$ cat src/rtl/tap_fsm.sv
// IEEE 1149.1 TAP controller: decodes the TMS stream into the 16 TAP states and
// drives Moore-decoded strobes for the instruction-register and data-register cells.
module tap_fsm (
    input  logic       tck,
    input  logic       trst,
    input  logic       tms,
    output logic [3:0] state_o,
    output logic       ir_rst,
    output logic       ir_shift,
    output logic       ir_clock,
    output logic       ir_upd,
    output logic       dr_shift,
    output logic       dr_clock,
    output logic       dr_upd,
    output logic       sel_ir,
    output logic       tdo_oe
);

    // Standard 1149.1 codes; every 4-bit value is a legal state.
    typedef enum logic [3:0] {
        S_EX2_DR = 4'h0,
        S_EX1_DR = 4'h1,
        S_SH_DR  = 4'h2,
        S_PAU_DR = 4'h3,
        S_SEL_IR = 4'h4,
        S_UPD_DR = 4'h5,
        S_CAP_DR = 4'h6,
        S_SEL_DR = 4'h7,
        S_EX2_IR = 4'h8,
        S_EX1_IR = 4'h9,
        S_SH_IR  = 4'hA,
        S_PAU_IR = 4'hB,
        S_RTI    = 4'hC,
        S_UPD_IR = 4'hD,
        S_CAP_IR = 4'hE,
        S_TLR    = 4'hF
    } tap_state_t;

    tap_state_t r_state;
    tap_state_t w_next;

    // State register.
    // NOTE: sequential state uses non-blocking assignments so every flop samples pre-edge values.
    always_ff @(posedge tck or posedge trst) begin
        if (trst) begin
            r_state <= S_TLR;
        end else begin
            r_state <= w_next;
        end
    end

    // Next-state decode.
    always_comb begin
        // NOTE: default assignment first so no path leaves w_next unassigned (no latch).
        w_next = r_state;
        case (r_state)
            S_TLR:    w_next = tms ? S_TLR    : S_RTI;
            S_RTI:    w_next = tms ? S_SEL_DR : S_RTI;
            S_SEL_DR: w_next = tms ? S_SEL_IR : S_CAP_DR;
            S_CAP_DR: w_next = tms ? S_EX1_DR : S_SH_DR;
            S_SH_DR:  w_next = tms ? S_EX1_DR : S_SH_DR;
            S_EX1_DR: w_next = tms ? S_UPD_DR : S_PAU_DR;
            S_PAU_DR: w_next = tms ? S_EX2_DR : S_PAU_DR;
            S_EX2_DR: w_next = tms ? S_UPD_DR : S_SH_DR;
            S_UPD_DR: w_next = tms ? S_SEL_DR : S_RTI;
            S_SEL_IR: w_next = tms ? S_TLR    : S_CAP_IR;
            S_CAP_IR: w_next = tms ? S_EX1_IR : S_SH_IR;
            S_SH_IR:  w_next = tms ? S_EX1_IR : S_SH_IR;
            S_EX1_IR: w_next = tms ? S_UPD_IR : S_PAU_IR;
            S_PAU_IR: w_next = tms ? S_EX2_IR : S_PAU_IR;
            S_EX2_IR: w_next = tms ? S_UPD_IR : S_SH_IR;
            S_UPD_IR: w_next = tms ? S_SEL_DR : S_RTI;
            default:  w_next = S_TLR;
        endcase
    end

    // Moore output decode: depends only on r_state, never on tms.
    always_comb begin
        ir_rst   = 1'b0;
        ir_shift = 1'b0;
        ir_clock = 1'b0;
        ir_upd   = 1'b0;
        dr_shift = 1'b0;
        dr_clock = 1'b0;
        dr_upd   = 1'b0;
        sel_ir   = 1'b0;
        case (r_state)
            S_TLR:    ir_rst = 1'b1;
            S_CAP_DR: dr_clock = 1'b1;
            S_SH_DR: begin
                dr_clock = 1'b1;
                dr_shift = 1'b1;
            end
            S_UPD_DR: dr_upd = 1'b1;
            S_SEL_IR, S_EX1_IR, S_PAU_IR, S_EX2_IR: sel_ir = 1'b1;
            S_CAP_IR: begin
                sel_ir   = 1'b1;
                ir_clock = 1'b1;
            end
            S_SH_IR: begin
                sel_ir   = 1'b1;
                ir_clock = 1'b1;
                ir_shift = 1'b1;
            end
            S_UPD_IR: begin
                sel_ir = 1'b1;
                ir_upd = 1'b1;
            end
            default: ;
        endcase
    end

    assign tdo_oe  = ir_shift | dr_shift;
    assign state_o = r_state;

endmodule
$ cat config.mk
export PLATFORM = sky130hd
export DESIGN_NAME = tap_fsm
export DESIGN_NICKNAME = d
export VERILOG_FILES = /design/src/rtl/tap_fsm.sv
export SDC_FILE = /design/constraint.sdc
export NUM_CORES = 1
export LEC_CHECK = 0
export CAP_MARGIN = 40
export CELL_PAD_IN_SITES_DETAIL_PLACEMENT = 1
export CELL_PAD_IN_SITES_GLOBAL_PLACEMENT = 2
export CORE_MARGIN = 3
export CORE_UTILIZATION = 17
export DETAILED_ROUTE_END_ITERATION = 12
export PLACE_DENSITY_LB_ADDON = 0.1
export SLEW_MARGIN = 20
export SYNTH_ARGS = -nofsm -noshare
export SYNTH_HDL_FRONTEND = slang
export SYNTH_SLANG_ARGS = --single-unit
$ cat constraint.sdc
create_clock -name tck -period 2 [get_ports tck]
set_input_delay 0.5 -clock tck [delete_from_list [all_inputs] [get_ports tck]]
set_output_delay 0.5 -clock tck [all_outputs]
set_load 0.005 [all_outputs]
======== Yosys cells after proc, flatten, opt, wreduce, memory -nomap -nowiden ========
Cells that the tools add are included.
operators by class
  eq/ne operators ......................... 15
  multiplexer cells ....................... 21
  bitwise logic cells ..................... 1
  reductions and logical operators ........ 5
operator list
  kind                                                              number
  4-bit one-hot mux with 12 select lines                            1
  4-bit == test (second input constant)                             8
  4-bit by 3-bit == test with 1-bit output (second input constant)  4
  2-bit 2-to-1 mux                                                  6
  3-bit 2-to-1 mux                                                  4
  1-bit 2-to-1 mux                                                  9
  4-bit by 2-bit == test with 1-bit output (second input constant)  2
  7-bit OR reduction                                                1
  4-bit by 1-bit == test with 1-bit output (second input constant)  1
  4-bit logical NOT                                                 1
  4-bit 2-to-1 mux                                                  1
  2-bit OR reduction                                                2
  3-bit OR reduction                                                1
  1-bit OR                                                          1
storage, ports and cells
  register bits after elaboration ......... 4
  input bits .............................. 3
  output and inout bits ................... 13

======== Longest topological paths before layout ========
  depth in word-level cells ............... 3
  gate-level depth with buffers ........... 4

======== Worst setup path after synthesis ========
Ideal clock, no wire load.
  path kind ............................... register to output
  start ................................... register r_state[2], in the netlist state_o[2]
  end ..................................... output sel_ir
  arrival ................................. 1098 ps
  data required time ...................... 1500 ps
  slack ................................... 402 ps
  cell stages (with the launch flop) ...... 4
  buffers on the path ..................... 0
  cell sequence ........................... dfstp_2 or3b_1 a21oi_1 a21o_1
on the way
  word-level cells in the longest chain between the ends .. 3
  elaborated cells on any way between the ends .. 9
  classes of those cells .................. 7 x eq/ne; 1 x mux; 1 x reduce/logical
RTL lines
  item                                                                              RTL line  text
  from (decl)                                                                       39        tap_state_t r_state;
  from (signal assigned)                                                            48        r_state <= w_next;
  4-bit == test / 4-bit by 3-bit == test with 1-bit output (equally long branches)  87        case (r_state)
  7-bit OR reduction (no source line) *                                             -
  1-bit 2-to-1 mux *                                                                87
  to (decl)                                                                         15        output logic sel_ir,
Mark *: on every way between the ends. The rest lies on a longest branch, timed or not.

======== Worst setup path in the final report ========
Same ends and word-level chain as after synthesis.

==> metrics.txt <==
result of the run finished clean; hold wc startpoint state_o[3]; fraction of layout cells with a size suffix above 1 33.87%; FF+latch count, synth 4; first element of the critical path state_o[2]; Syn. warnings 0; wire length of the first global-routing pass 1.662 mm; final cell count without fillers 78; crit path launch type flop; Mapped Area 294.0 um2; initial antenna violation count 0; f_max 0.5138 GHz; drt via density 4.679; Placeable Area 0.001559 mm2; ys async rst share 100.0%; number of cells on the worst hold path 2; Max transition margin 87.10%; placement row count 14; power per cell area 1654 mW/mm2; required time at the worst-slack endpoint 1.50 ns; Post-Syn Instances 40; capturing element of the worst setup path sel_ir; WL per Instance 12.50 um; Max Transition Viols Final 0; clock buffer depth 2; critical path data arrival time 1.45 ns; number of synthesized flops with an enable pin 0; Critical R2R Capture state_o[1]; post-route clock period utilization 97.32%; clock edge transition at the registers on the reported setup and hold paths 0.04 ns; # H-tree levels 1; CTS sink count 4; # IOs 16; unrepaired setup endpoints after global routing true; maximum net fanout on the critical path 2; mean instance size in the synthesized netlist 7.351 um2; Die ar. 0.002265 mm2; final weighted congestion in routability-driven placement 0.7848; Clk Latency, worst-skew pair 0.23 ns; final count of hold timing violations 0; number of placed cells counting well taps 73; sequential fraction of the synthesis area 35.74%; overall fraction of global-route tracks in use 10.67%; number of nets with antenna violations after routing 0; leakage 0.2544 nW; clock root cell clkbuf_4; Starting DRT DRC Count 1; Area contributors post-synth dfstp_2 36%, nand2_1 7.7%, nor2_1 7.7%; pin count of the biggest net entering global routing 13; DP Wirelength 729 um; class of the tightest hold or removal check flop to flop; cell with the largest stage delay on the worst path dfstp_2; launch point of the worst reg-to-reg path state_o[0]; Register-to-Register Setup Slack 0.81 ns; category of the critical setup timing path flop to primary output; category of the worst setup path capture point primary output; Die Y 47.59 um; Port Buf Inserts 15; final critical path time including I/O delays and setup 1.946 ns; horizontal die dimension 47.59 um; Worst Skew 0.001040 ns; Total Power Consumption 0.8648 mW; Max Cap Viol 0; TritonCTS clock tree done; hold_buf cts 0; leading cell types by count after synthesis 6 x nand2_1, 6 x nor2_1, 4 x buf_2, 4 x dfstp_2, 4 x o21ai_0; number of iterations in the first detailed-routing pass 2; chain of cells forming the critical path or3b_1, a21oi_2, a21o_1, buf_2; number of remaining DRC errors 0; final count of negative-setup-slack endpoints 0; Worst IR Drop VDD 462.3 uV; syn_nets 43; count of antenna diodes in the layout 0; Distinct cells, synth 19; via count of the first global-routing pass 378; post-synth top area cell dfstp_2; synthesis-to-finish area growth 77.87%; max FFs per register 4; remaining global-route overflow 0; starting density of the core 18.86%; routed vias 365; clock buffer count from CTS 3; area share of the largest cell type after synthesis 35.74%; NumNets Final 67; dominant register cell in the synthesized netlist dfstp_2; Slew @ Worst Pin 0.1907 ns; final wirelength 975 um; Register-to-Register Path Depth 5; CP max stage delay 0.53 ns
[cell type report]
class | count | area (um2)
clock buffers | 3 | 22.52
fillers | 202 | 1036
inverters | 2 | 7.507
multi-input cells | 30 | 176.4
flip-flops and latches | 4 | 105.1
well taps | 16 | 20.02
repair buffers | 23 | 191.4
[metal layers]
layer | share of wire [%] | routed length (um) | up-vias | global-route usage, %
met4 | 1.9 | 19 | 0 | 8.065
li1 | - | - | 181 | -
met2 | 50 | 491 | 11 | 16.84
met5 | 0 | 0 | - | 0
met3 | 4.5 | 44 | 2 | 1.504
met1 | 43 | 420 | 171 | 13.00
[kinds of logic (layout without fill, tap and decap cells)]
kind of cell | after synthesis | in the layout | share of synthesized area (%)
simple gates | 21 | 21 | 35.75
buf+inv | 6 | 28 | 9.363
compound gates | 9 | 9 | 19.15
flops | 4 | 4 | 35.74
[worst max-delay path: cells and delay by family, from the launching register on]
| kind | cells | cell delay, ns |
|---|---|---|
| buffers and inverters | 1 | 0.11 |
| AOI/OAI and AO/OA | 2 | 0.22 |
| DFF | 1 | 0.53 |
| and+or+nand+nor | 1 | 0.36 |
[stage by stage]
step / util [%] / hold slack [ns] / setup TNS, ns / setup WS, ns / cell area, um2
floorplan: - / 0.4552 / 0 / 0.4023 / 294.0
global placement: 31.38 / 0.6094 / -0.07668 / -0.07606 / 489.2
detailed placement: 31.38 / 0.6136 / -0.1004 / -0.08073 / 489.2
CTS: 33.47 / 0.5873 / 0 / 0.04066 / 521.8
global route: 33.55 / 0.6348 / -0.03562 / -0.03562 / 523.0
finish: 33.55 / 0.5748 / 0 / 0.05357 / 523.0
[timing repair]
item                                    CTS  global route
gates resized for setup                  14             6
setup buffers                             2             0
endpoints found under the setup margin    9             3
pin swaps                                 1             0
[where the power goes]
group	internal (mW)	switching, mW
logic	0.313	0.277
clock network	0.0670	0.0307
registers	0.149	0.0288
total	0.528	0.336
[how the worst min path moves through the flow]
stage	endpoint	slack [ns]
6_report	state_o[3]	0.57
3_5_place_dp	state_o[3]	0.61
3_3_place_gp	state_o[3]	0.61
5_1_grt	state_o[3]	0.63
2_1_floorplan	state_o[0]	0.46
4_1_cts	state_o[3]	0.59
[cell usage in the layout, fill, tap and decap left out, drive strengths merged, types with 2 or more instances in the layout]
cell / instances
nor3: 2
nand2: 6
o21ai: 4
buf: 9
dlygate4sd2: 6
clkbuf: 5
nor2: 6
dfstp: 4
clkdlybuf4s50: 6
inv: 2
(Power assumes the default switching activity.)
